$ cat src/rtl/spi_to_nitta_deserializer_if.sv
// Bus bundle between the SPI receiver side, the deserializer and the NITTA consumer.
`default_nettype none

interface spi_to_nitta_deserializer_if #(
  parameter int DATA_WIDTH     = 32,
  parameter int SPI_DATA_WIDTH = 8,
  parameter int IDX_WIDTH      = 8
);
  logic                      frame_active;
  logic                      spi_ready;
  logic [SPI_DATA_WIDTH-1:0] from_spi;
  logic                      out_ready;
  logic                      out_valid;
  logic [DATA_WIDTH-1:0]     to_nitta;
  logic [IDX_WIDTH-1:0]      word_index;
  logic                      overflow;
  logic                      partial_drop;

  modport slave (
    input  frame_active, spi_ready, from_spi, out_ready,
    output out_valid, to_nitta, word_index, overflow, partial_drop
  );

  modport master (
    output frame_active, spi_ready, from_spi, out_ready,
    input  out_valid, to_nitta, word_index, overflow, partial_drop
  );
endinterface

`default_nettype wire

$ cat src/rtl/spi_to_nitta_deserializer.sv
// Packs SPI subframes into DATA_WIDTH words, tags each with its index in the frame,
// and queues them in a show-ahead FIFO with a valid/ready output.
`default_nettype none

module spi_to_nitta_deserializer #(
  parameter int DATA_WIDTH     = 32,
  parameter int SPI_DATA_WIDTH = 8,
  parameter int FIFO_DEPTH     = 4,
  parameter bit MSB_FIRST      = 1'b1,
  parameter bit PAD_PARTIAL    = 1'b0,
  parameter int IDX_WIDTH      = 8
) (
  input  wire logic                 clk,
  input  wire logic                 rst,
  spi_to_nitta_deserializer_if.slave bus
);
  localparam int N  = DATA_WIDTH / SPI_DATA_WIDTH;
  localparam int CW = (N > 1) ? $clog2(N) : 1;
  localparam int PW = $clog2(FIFO_DEPTH);
  localparam logic [CW-1:0]        c_last    = CW'(N - 1);
  localparam logic [IDX_WIDTH-1:0] c_idx_max = '1;
  localparam logic [PW:0]          c_depth   = (PW + 1)'(FIFO_DEPTH);

  logic                  r_spi_ready_d;
  logic                  r_frame_active_d;
  logic [CW-1:0]         r_sub_cnt;
  logic [DATA_WIDTH-1:0] r_sr;
  logic [IDX_WIDTH-1:0]  r_frame_idx;
  logic                  r_overflow;
  logic                  r_partial_drop;
  logic [DATA_WIDTH-1:0] r_mem_data [FIFO_DEPTH];
  logic [IDX_WIDTH-1:0]  r_mem_idx  [FIFO_DEPTH];
  logic [PW-1:0]         r_wr_ptr;
  logic [PW-1:0]         r_rd_ptr;
  logic [PW:0]           r_count;

  logic                  w_rise, w_fall, w_accept;
  logic [CW-1:0]         w_cnt;
  logic [IDX_WIDTH-1:0]  w_idx;
  logic [DATA_WIDTH-1:0] w_sr_acc;
  logic [DATA_WIDTH-1:0] w_pad_word;
  logic                  w_word_done, w_partial, w_push_req, w_pop, w_full, w_push;
  logic [DATA_WIDTH-1:0] w_push_data;

  // A frame start seen together with a strobe makes that strobe the first subframe.
  always_comb begin
    w_rise      = bus.frame_active & ~r_frame_active_d;
    w_fall      = ~bus.frame_active & r_frame_active_d;
    w_accept    = bus.spi_ready & ~r_spi_ready_d & bus.frame_active;
    w_cnt       = w_rise ? '0 : r_sub_cnt;
    w_idx       = w_rise ? '0 : r_frame_idx;
    w_word_done = w_accept & (w_cnt == c_last);
    w_partial   = w_fall & (r_sub_cnt != '0);
    w_push_req  = w_word_done | (w_partial & PAD_PARTIAL);
    w_push_data = w_word_done ? w_sr_acc : w_pad_word;
    w_full      = (r_count == c_depth);
    w_pop       = (r_count != '0) & bus.out_ready;
    w_push      = w_push_req & (~w_full | w_pop);
  end

  if (MSB_FIRST) begin : g_msb
    // The k received subframes sit in the low bits; lift them to the top, zero-filling below.
    always_comb begin
      w_sr_acc   = {r_sr[DATA_WIDTH-SPI_DATA_WIDTH-1:0], bus.from_spi};
      w_pad_word = r_sr << (SPI_DATA_WIDTH * (N - int'(r_sub_cnt)));
    end
  end else begin : g_lsb
    // Slices above the received count may hold a stale word and are masked off.
    always_comb begin
      w_sr_acc = r_sr;
      w_sr_acc[int'(w_cnt)*SPI_DATA_WIDTH +: SPI_DATA_WIDTH] = bus.from_spi;
      w_pad_word = r_sr & ~({DATA_WIDTH{1'b1}} << (SPI_DATA_WIDTH * int'(r_sub_cnt)));
    end
  end

  always_ff @(posedge clk) begin
    if (rst) begin
      r_spi_ready_d    <= 1'b0;
      r_frame_active_d <= 1'b0;
      r_sub_cnt        <= '0;
      r_sr             <= '0;
      r_frame_idx      <= '0;
      r_overflow       <= 1'b0;
      r_partial_drop   <= 1'b0;
    end else begin
      r_spi_ready_d    <= bus.spi_ready;
      r_frame_active_d <= bus.frame_active;
      r_partial_drop   <= w_partial & ~PAD_PARTIAL;
      if (w_push_req & w_full & ~w_pop) r_overflow <= 1'b1;
      if (w_accept) r_sr <= w_sr_acc;

      if (w_fall)
        r_sub_cnt <= '0;
      else if (w_accept)
        r_sub_cnt <= (w_cnt == c_last) ? '0 : w_cnt + 1'b1;
      else if (w_rise)
        r_sub_cnt <= '0;

      // Dropped words still consume an index so the consumer can spot the gap.
      if (w_push_req && (w_idx != c_idx_max))
        r_frame_idx <= w_idx + 1'b1;
      else
        r_frame_idx <= w_idx;
    end
  end

  always_ff @(posedge clk) begin
    if (rst) begin
      r_wr_ptr <= '0;
      r_rd_ptr <= '0;
      r_count  <= '0;
      for (int i = 0; i < FIFO_DEPTH; i++) begin
        r_mem_data[i] <= '0;
        r_mem_idx[i]  <= '0;
      end
    end else begin
      if (w_push) begin
        r_mem_data[r_wr_ptr] <= w_push_data;
        r_mem_idx[r_wr_ptr]  <= w_idx;
        r_wr_ptr             <= r_wr_ptr + 1'b1;
      end
      if (w_pop) r_rd_ptr <= r_rd_ptr + 1'b1;
      case ({w_push, w_pop})
        2'b10:   r_count <= r_count + 1'b1;
        2'b01:   r_count <= r_count - 1'b1;
        default: r_count <= r_count;
      endcase
    end
  end

  always_comb begin
    bus.out_valid    = (r_count != '0);
    bus.to_nitta     = r_mem_data[r_rd_ptr];
    bus.word_index   = r_mem_idx[r_rd_ptr];
    bus.overflow     = r_overflow;
    bus.partial_drop = r_partial_drop;
  end
endmodule

`default_nettype wire

$ cat src/flat_wrapper.sv
// flat-port wrapper written by rule: the top's interface ports become plain ports
module spi_to_nitta_deserializer_flat 
#(
  parameter int DATA_WIDTH     = 32,
  parameter int SPI_DATA_WIDTH = 8,
  parameter int FIFO_DEPTH     = 4,
  parameter bit MSB_FIRST      = 1'b1,
  parameter bit PAD_PARTIAL    = 1'b0,
  parameter int IDX_WIDTH      = 8
)
  (clk, rst, bus_frame_active, bus_spi_ready, bus_from_spi, bus_out_ready, bus_out_valid, bus_to_nitta, bus_word_index, bus_overflow, bus_partial_drop);
  spi_to_nitta_deserializer_if #(.DATA_WIDTH(DATA_WIDTH), .SPI_DATA_WIDTH(SPI_DATA_WIDTH), .IDX_WIDTH(IDX_WIDTH)) bus_i ();
  input  wire logic clk;
  input  wire logic rst;
  input wire logic [$bits(bus_i.frame_active)-1:0] bus_frame_active;
  input wire logic [$bits(bus_i.spi_ready)-1:0] bus_spi_ready;
  input wire logic [$bits(bus_i.from_spi)-1:0] bus_from_spi;
  input wire logic [$bits(bus_i.out_ready)-1:0] bus_out_ready;
  output wire logic [$bits(bus_i.out_valid)-1:0] bus_out_valid;
  output wire logic [$bits(bus_i.to_nitta)-1:0] bus_to_nitta;
  output wire logic [$bits(bus_i.word_index)-1:0] bus_word_index;
  output wire logic [$bits(bus_i.overflow)-1:0] bus_overflow;
  output wire logic [$bits(bus_i.partial_drop)-1:0] bus_partial_drop;
  assign bus_i.frame_active = bus_frame_active;
  assign bus_i.spi_ready = bus_spi_ready;
  assign bus_i.from_spi = bus_from_spi;
  assign bus_i.out_ready = bus_out_ready;
  assign bus_out_valid = bus_i.out_valid;
  assign bus_to_nitta = bus_i.to_nitta;
  assign bus_word_index = bus_i.word_index;
  assign bus_overflow = bus_i.overflow;
  assign bus_partial_drop = bus_i.partial_drop;
  spi_to_nitta_deserializer #(.DATA_WIDTH(DATA_WIDTH), .SPI_DATA_WIDTH(SPI_DATA_WIDTH), .FIFO_DEPTH(FIFO_DEPTH), .MSB_FIRST(MSB_FIRST), .PAD_PARTIAL(PAD_PARTIAL), .IDX_WIDTH(IDX_WIDTH)) u_core (.clk(clk), .rst(rst), .bus(bus_i));
endmodule
$ cat config.mk
export PLATFORM = sky130hd
export DESIGN_NAME = spi_to_nitta_deserializer_flat
export DESIGN_NICKNAME = d
export VERILOG_FILES = /design/src/rtl/spi_to_nitta_deserializer_if.sv /design/src/rtl/spi_to_nitta_deserializer.sv /design/src/flat_wrapper.sv
export SDC_FILE = /design/constraint.sdc
export NUM_CORES = 1
export LEC_CHECK = 0
export CELL_PAD_IN_SITES_DETAIL_PLACEMENT = 0
export CELL_PAD_IN_SITES_GLOBAL_PLACEMENT = 1
export CORE_UTILIZATION = 46
export DETAILED_ROUTE_END_ITERATION = 16
export PLACE_DENSITY_LB_ADDON = 0.25
export SETUP_SLACK_MARGIN = 0.15
export SLEW_MARGIN = 40
export SYNTH_ARGS = -nofsm -noshare
export SYNTH_HDL_FRONTEND = slang
export SYNTH_SLANG_ARGS = --single-unit
$ cat constraint.sdc
create_clock -name clk -period 12.6 [get_ports clk]
set_input_delay 3.15 -clock clk [delete_from_list [all_inputs] [get_ports clk]]
set_output_delay 3.15 -clock clk [all_outputs]
set_load 0.05 [all_outputs]
**Word level (Yosys, flattened, before mapping)**

Memory sizes are Yosys's and may differ from the RTL's. A register that Yosys moved wholly into a read port is not among the register bits.
Index checks and enable logic that the tools add are counted.
Widths: inputs -> output; s select.

- $add $sub $neg: 7
- Shifts and indexed selects: 1
- Mux-type cells: 22
- Reductions and logical operators: 7
- Equality and inequality tests: 5
- Bitwise gates (word level): 16

Operators with widths:

| operator | count |
|---|---|
| $mux 32 | 2 |
| $reduce_or 32->1 | 1 |
| $shl 32x32->32 | 1 |
| $mux 8 | 3 |
| $mux 2 | 9 |
| $and 1x1->1 | 10 |
| $add 8x1->8 const B | 1 |
| $ne 8x8->1 const B | 1 |
| $reduce_or 8->1 | 1 |
| $mux 1 | 7 |
| $add 2x1->2 const B | 3 |
| $pmux 3 s2 | 1 |
| $not 1->1 | 5 |
| $eq 2x2->1 const B | 2 |
| $reduce_bool 2->1 | 2 |
| $sub 3x2->4 const A | 1 |
| $add 3x1->3 const B | 1 |
| $eq 3x3->1 const B | 1 |
| $reduce_bool 3->1 | 1 |
| $sub 3x1->3 const B | 1 |
| $eq 2x1->1 const B | 1 |
| $reduce_or 2->1 | 1 |
| $logic_and 1x1->1 | 1 |
| $or 1x1->1 | 1 |

- Input bits: 13
- Bits in writable memories: 160
- Memories kept: 2
- Register bits after elaboration: 53

Memory list:

| name | depth | bits a word | read ports | clocked after memory_dff | write ports | line | RTL |
|---|---|---|---|---|---|---|---|
| u_core.r_mem_data | 4 | 32 | 1 | 1 | 4 | spi_to_nitta_deserializer.sv:31 | `logic [DATA_WIDTH-1:0] r_mem_data [FIFO_DEPTH];` |
| u_core.r_mem_idx | 4 | 8 | 1 | 1 | 4 | spi_to_nitta_deserializer.sv:32 | `logic [IDX_WIDTH-1:0] r_mem_idx [FIFO_DEPTH];` |

**Logic depth before layout (Yosys ltp)**

- Word-level depth: 11
- Gate-level depth with buffers: 11
- Depth with buffers taken out: 9

**Worst setup path after synthesis**

OpenSTA, ideal clock, no wires.

- Path kind: input -> register
- Start: input port bus_frame_active
- End: memory u_core.r_mem_data[1][0] (enable)
- Slack: 4843 ps
- Required time: 12107 ps
- Buffers on the path: 3
- Cell stages on the path: 9
- Library setup time: 493 ps
- Arrival time: 7265 ps
- Cell sequence: buf_4 -> nor2b_1 -> nor2_1 -> ha_1 -> and4b_1 -> buf_4 -> buf_2 -> nand3_1 -> o21ai_0

RTL lines:

| what | line | RTL |
|---|---|---|
| start: declaration | flat_wrapper.sv:15 | `input wire logic [$bits(bus_i.frame_active)-1:0] bus_frame_active;` |
| end: declaration | spi_to_nitta_deserializer.sv:31 |  |

==> impl_results.md <==
* Status: finished clean
* Clock Skews at 10.7 ps
* Commonest non-fill, non-tap cell in the layout: nor2_1
* Setup Viol. Count Final at 0
* Top-area cell type share of the netlist area at 0.511
* Die ar. at 21000 um^2
* Cts-stage hold buffer count at 0
* Detailed-route via count at 5990
* Initial antenna violation count at 0
* Power density cells at 137 nW/um^2
* IO buf count at 55
* Clock latency at the later pin of the worst-skew pair at 510 ps
* Synth Area in Compound Gates at 0.0607
* LEAKAGE at 3.40 nW
* Synth warnings at 0
* Slew headroom at 0.499
* Setup_tns at 0 ps
* Hold Fails Final Rpt at 0
* Total GRT Usage at 0.205
* Post-synth net total at 761
* Core box area at 19800 um^2
* Synth top area cells: edfxtp_1, dfxtp_1, mux4_2
* Fmax at 148 MHz
* Critical path fanouts, max at 42
* # IOs at 56
* Post-synthesis simple-gate area fraction at 0.135
* Synthesis-to-finish area growth at 14.4%
* Synth Area in XOR/XNOR at 0.00372
* Worst slew pin tran at 752 ps
* Largest net degree at the start of global routing at 57
* Clock sinks at 215
* Root buffer cell: clkbuf_16
* Finished layout cell area at 10800 um^2
* Largest delay share family, worst path: simple AND/OR/NAND/NOR gates
* Cell taking the most area after synthesis: edfxtp_1
* CP Capture Type: flip-flop
* Main synth FF type: edfxtp_1
* Most frequent cells in the layout: nor2_1, edfxtp_1, nand2_1, clkdlybuf4s50_1, dfxtp_1
* Mapped Cells at 744
* Syn_area_per_cell at 12.6 um^2
* Period minus WS final at 6770 ps
* Initial Utilization at 0.476
* Final wirelength at 21200 um
* CTS buffer count at 22
* # Max-Cap Violations at 0
* Largest family of logic cells by synthesized area: simple AND/OR/NAND/NOR gates
* Post-layout nets at 795
* Register area share after synthesis at 0.628
* Fin crit share at 0.537
* Via density at 5.68
* Cell area after placement at 10100 um^2
* Worst IR Drop VDD at 0.0985 mV
* Gr ovfl total at 0
* CP Data Arrival Time at 6940 ps
* Clock transition at the registers of the reported paths at 50 ps
* Die X-Extent at 145 um
* Post-synth cell types at 45
* EDFF count, synth at 160
* Final Slew Violations at 0
* Worst Path Buf+Inv at 4
* Cell area after synthesis at 9410 um^2
* Die Span Y at 145 um
* CTS tree: done
* # fillers at 1655
* RSZ-0062 raised after global routing: no
* Worst Path Required at 12780 ps
* Wire per inst at 20.1 um
* Ys async rst share at 0
* Crit path largest cell delay at 540 ps
* PostCTS Resize Cnt at 0
* Ant diodes at 0
* Crit start category: input port
* CP Class: input port to flip-flop
* Synth Register Bits at 215
* Maximum buffer depth of the clock tree at 3
* Drt first pass iters at 5
* Detail Route Antenna Nets at 0
* Post-CTS setup buffers at 0
* # DRC at 0
* Routability congestion estimate at 0.806
* Placed wire-length estimate at 13100 um
* Starting DRT DRC Count at 536
* Mux contribution to synthesized area at 0.132
* CTS H-tree depth at 1
* Hold Crit Class: flip-flop to flip-flop
* Slowest CP cell: clkdlybuf4s50_1
* Crit-path most repeated cell: buf_4
* Post-synthesis adder-cell area fraction at 0.00612
* Vias in the first global route at 5934
* First-pass GRT wire length at 33700 um
* Std-Cell Rows at 51
* Critical-path cell list: clkdlybuf4s50_1 -> nor2b_1 -> nor2_1 -> ha_1 -> and4b_1 -> buf_4 -> nand3_4 -> or3_1 -> buf_4 -> nand2_2 -> buf_4
* Fraction of layout cells with a size suffix above 1 at 0.138
==> tightest hold or removal path, stage by stage, from the launching register on <==
cell     delay [ps]
dfxtp_1         310
nand2_1          50
a21oi_1          50
==> final timing paths <==
kind,start,endpoint,slack [ps],cells after the start
worst max register to register,u_core.r_sub_cnt[0]$_SDFF_PP0_,u_core.r_mem_data[2][19]$_SDFFCE_PN0P_,8280,10
worst min-delay path,u_core.r_sr[29]$_SDFFE_PP0P_,u_core.r_sr[29]$_SDFFE_PP0P_,460,2
worst min register to register,u_core.r_sr[29]$_SDFFE_PP0P_,u_core.r_sr[29]$_SDFFE_PP0P_,460,2
worst max-delay path,bus_frame_active,u_core.r_mem_data[2][19]$_SDFFCE_PN0P_,5830,11
==> metrics by stage <==
stage                     cells  hold WS [ps]  total power [mW]  setup WS, ps  utilization
after global placement     1019           439             0.880          5060        0.510
after detailed placement   1019           449             0.883          4990        0.511
after global routing       1054           473              1.51          5590        0.544
final                      1054           456              1.47          5830        0.544
after CTS                  1054           456              1.48          5490        0.544
after floorplan             744           433             0.853          4840            -
==> power breakdown <==
group / switching, mW / internal, mW
clock network: 0.259 / 0.343
logic: 0.0542 / 0.0255
registers: 0.00966 / 0.778
total: 0.322 / 1.15
==> layout make-up <==
class | count | area, um^2 | share of cell area
inverters | 9 | 33.8 | 0.00314
multi-input cells | 466 | 3210 | 0.299
clock inverters | 9 | 73.8 | 0.00686
well taps | 265 | 332 | 0.0308
clock buffers | 26 | 576 | 0.0535
repair buffers | 64 | 619 | 0.0576
flip-flops and latches | 215 | 5910 | 0.549
==> cell usage after synthesis, types with 2 or more instances <==
library cell,n
nor2_1,182
edfxtp_1,160
nand2_1,81
dfxtp_1,55
mux4_2,48
a21oi_1,46
a22oi_1,32
clkbuf_1,26
buf_2,15
mux2_2,12
inv_1,9
buf_6,8
nand3_1,8
and3_1,6
nand4_1,5
or3_1,4
a211oi_1,3
buf_1,3
ha_1,3
mux2i_1,3
o21ai_0,3
xnor2_1,3
a21o_1,2
a31oi_1,2
buf_4,2
nor2b_1,2
nor4_1,2
nor4b_1,2
==> cells by family (layout without fill, tap and decap cells) <==
family / Yosys count / in the layout
AO/OA/AOI/OAI: 92 / 92
XOR/XNOR: 4 / 4
adder cells (fa/ha/maj): 4 / 4
buffers and inverters: 63 / 108
flip-flops: 215 / 215
multiplexers: 63 / 63
AND/OR/NAND/NOR: 303 / 303
==> layer usage <==
| metal | wire length [um] | GRT usage | part of all wire | up-vias |
|---|---|---|---|---|
| met3 | 1300 | 0.0292 | 0.061 | 21 |
| li1 | - | - | - | 2784 |
| met1 | 9860 | 0.312 | 0.46 | 2982 |
| met4 | 287 | 0.0420 | 0.014 | 0 |
| met2 | 9790 | 0.313 | 0.46 | 203 |
| met5 | 0 | 0 | 0 | - |
==> registers in the layout (all words and copies together), names as in the netlist, named ones only <==
signal                   cells
u_core.r_count               3
u_core.bus.overflow          1
u_core.r_sub_cnt             2
u_core.r_mem_data          128
u_core.r_frame_idx           8
u_core.bus.partial_drop      1
u_core.r_frame_active_d      1
u_core.r_rd_ptr              2
u_core.r_mem_idx            32
u_core.r_sr                 32
u_core.r_spi_ready_d         1
u_core.r_wr_ptr              2
(Power assumes the default switching activity.)
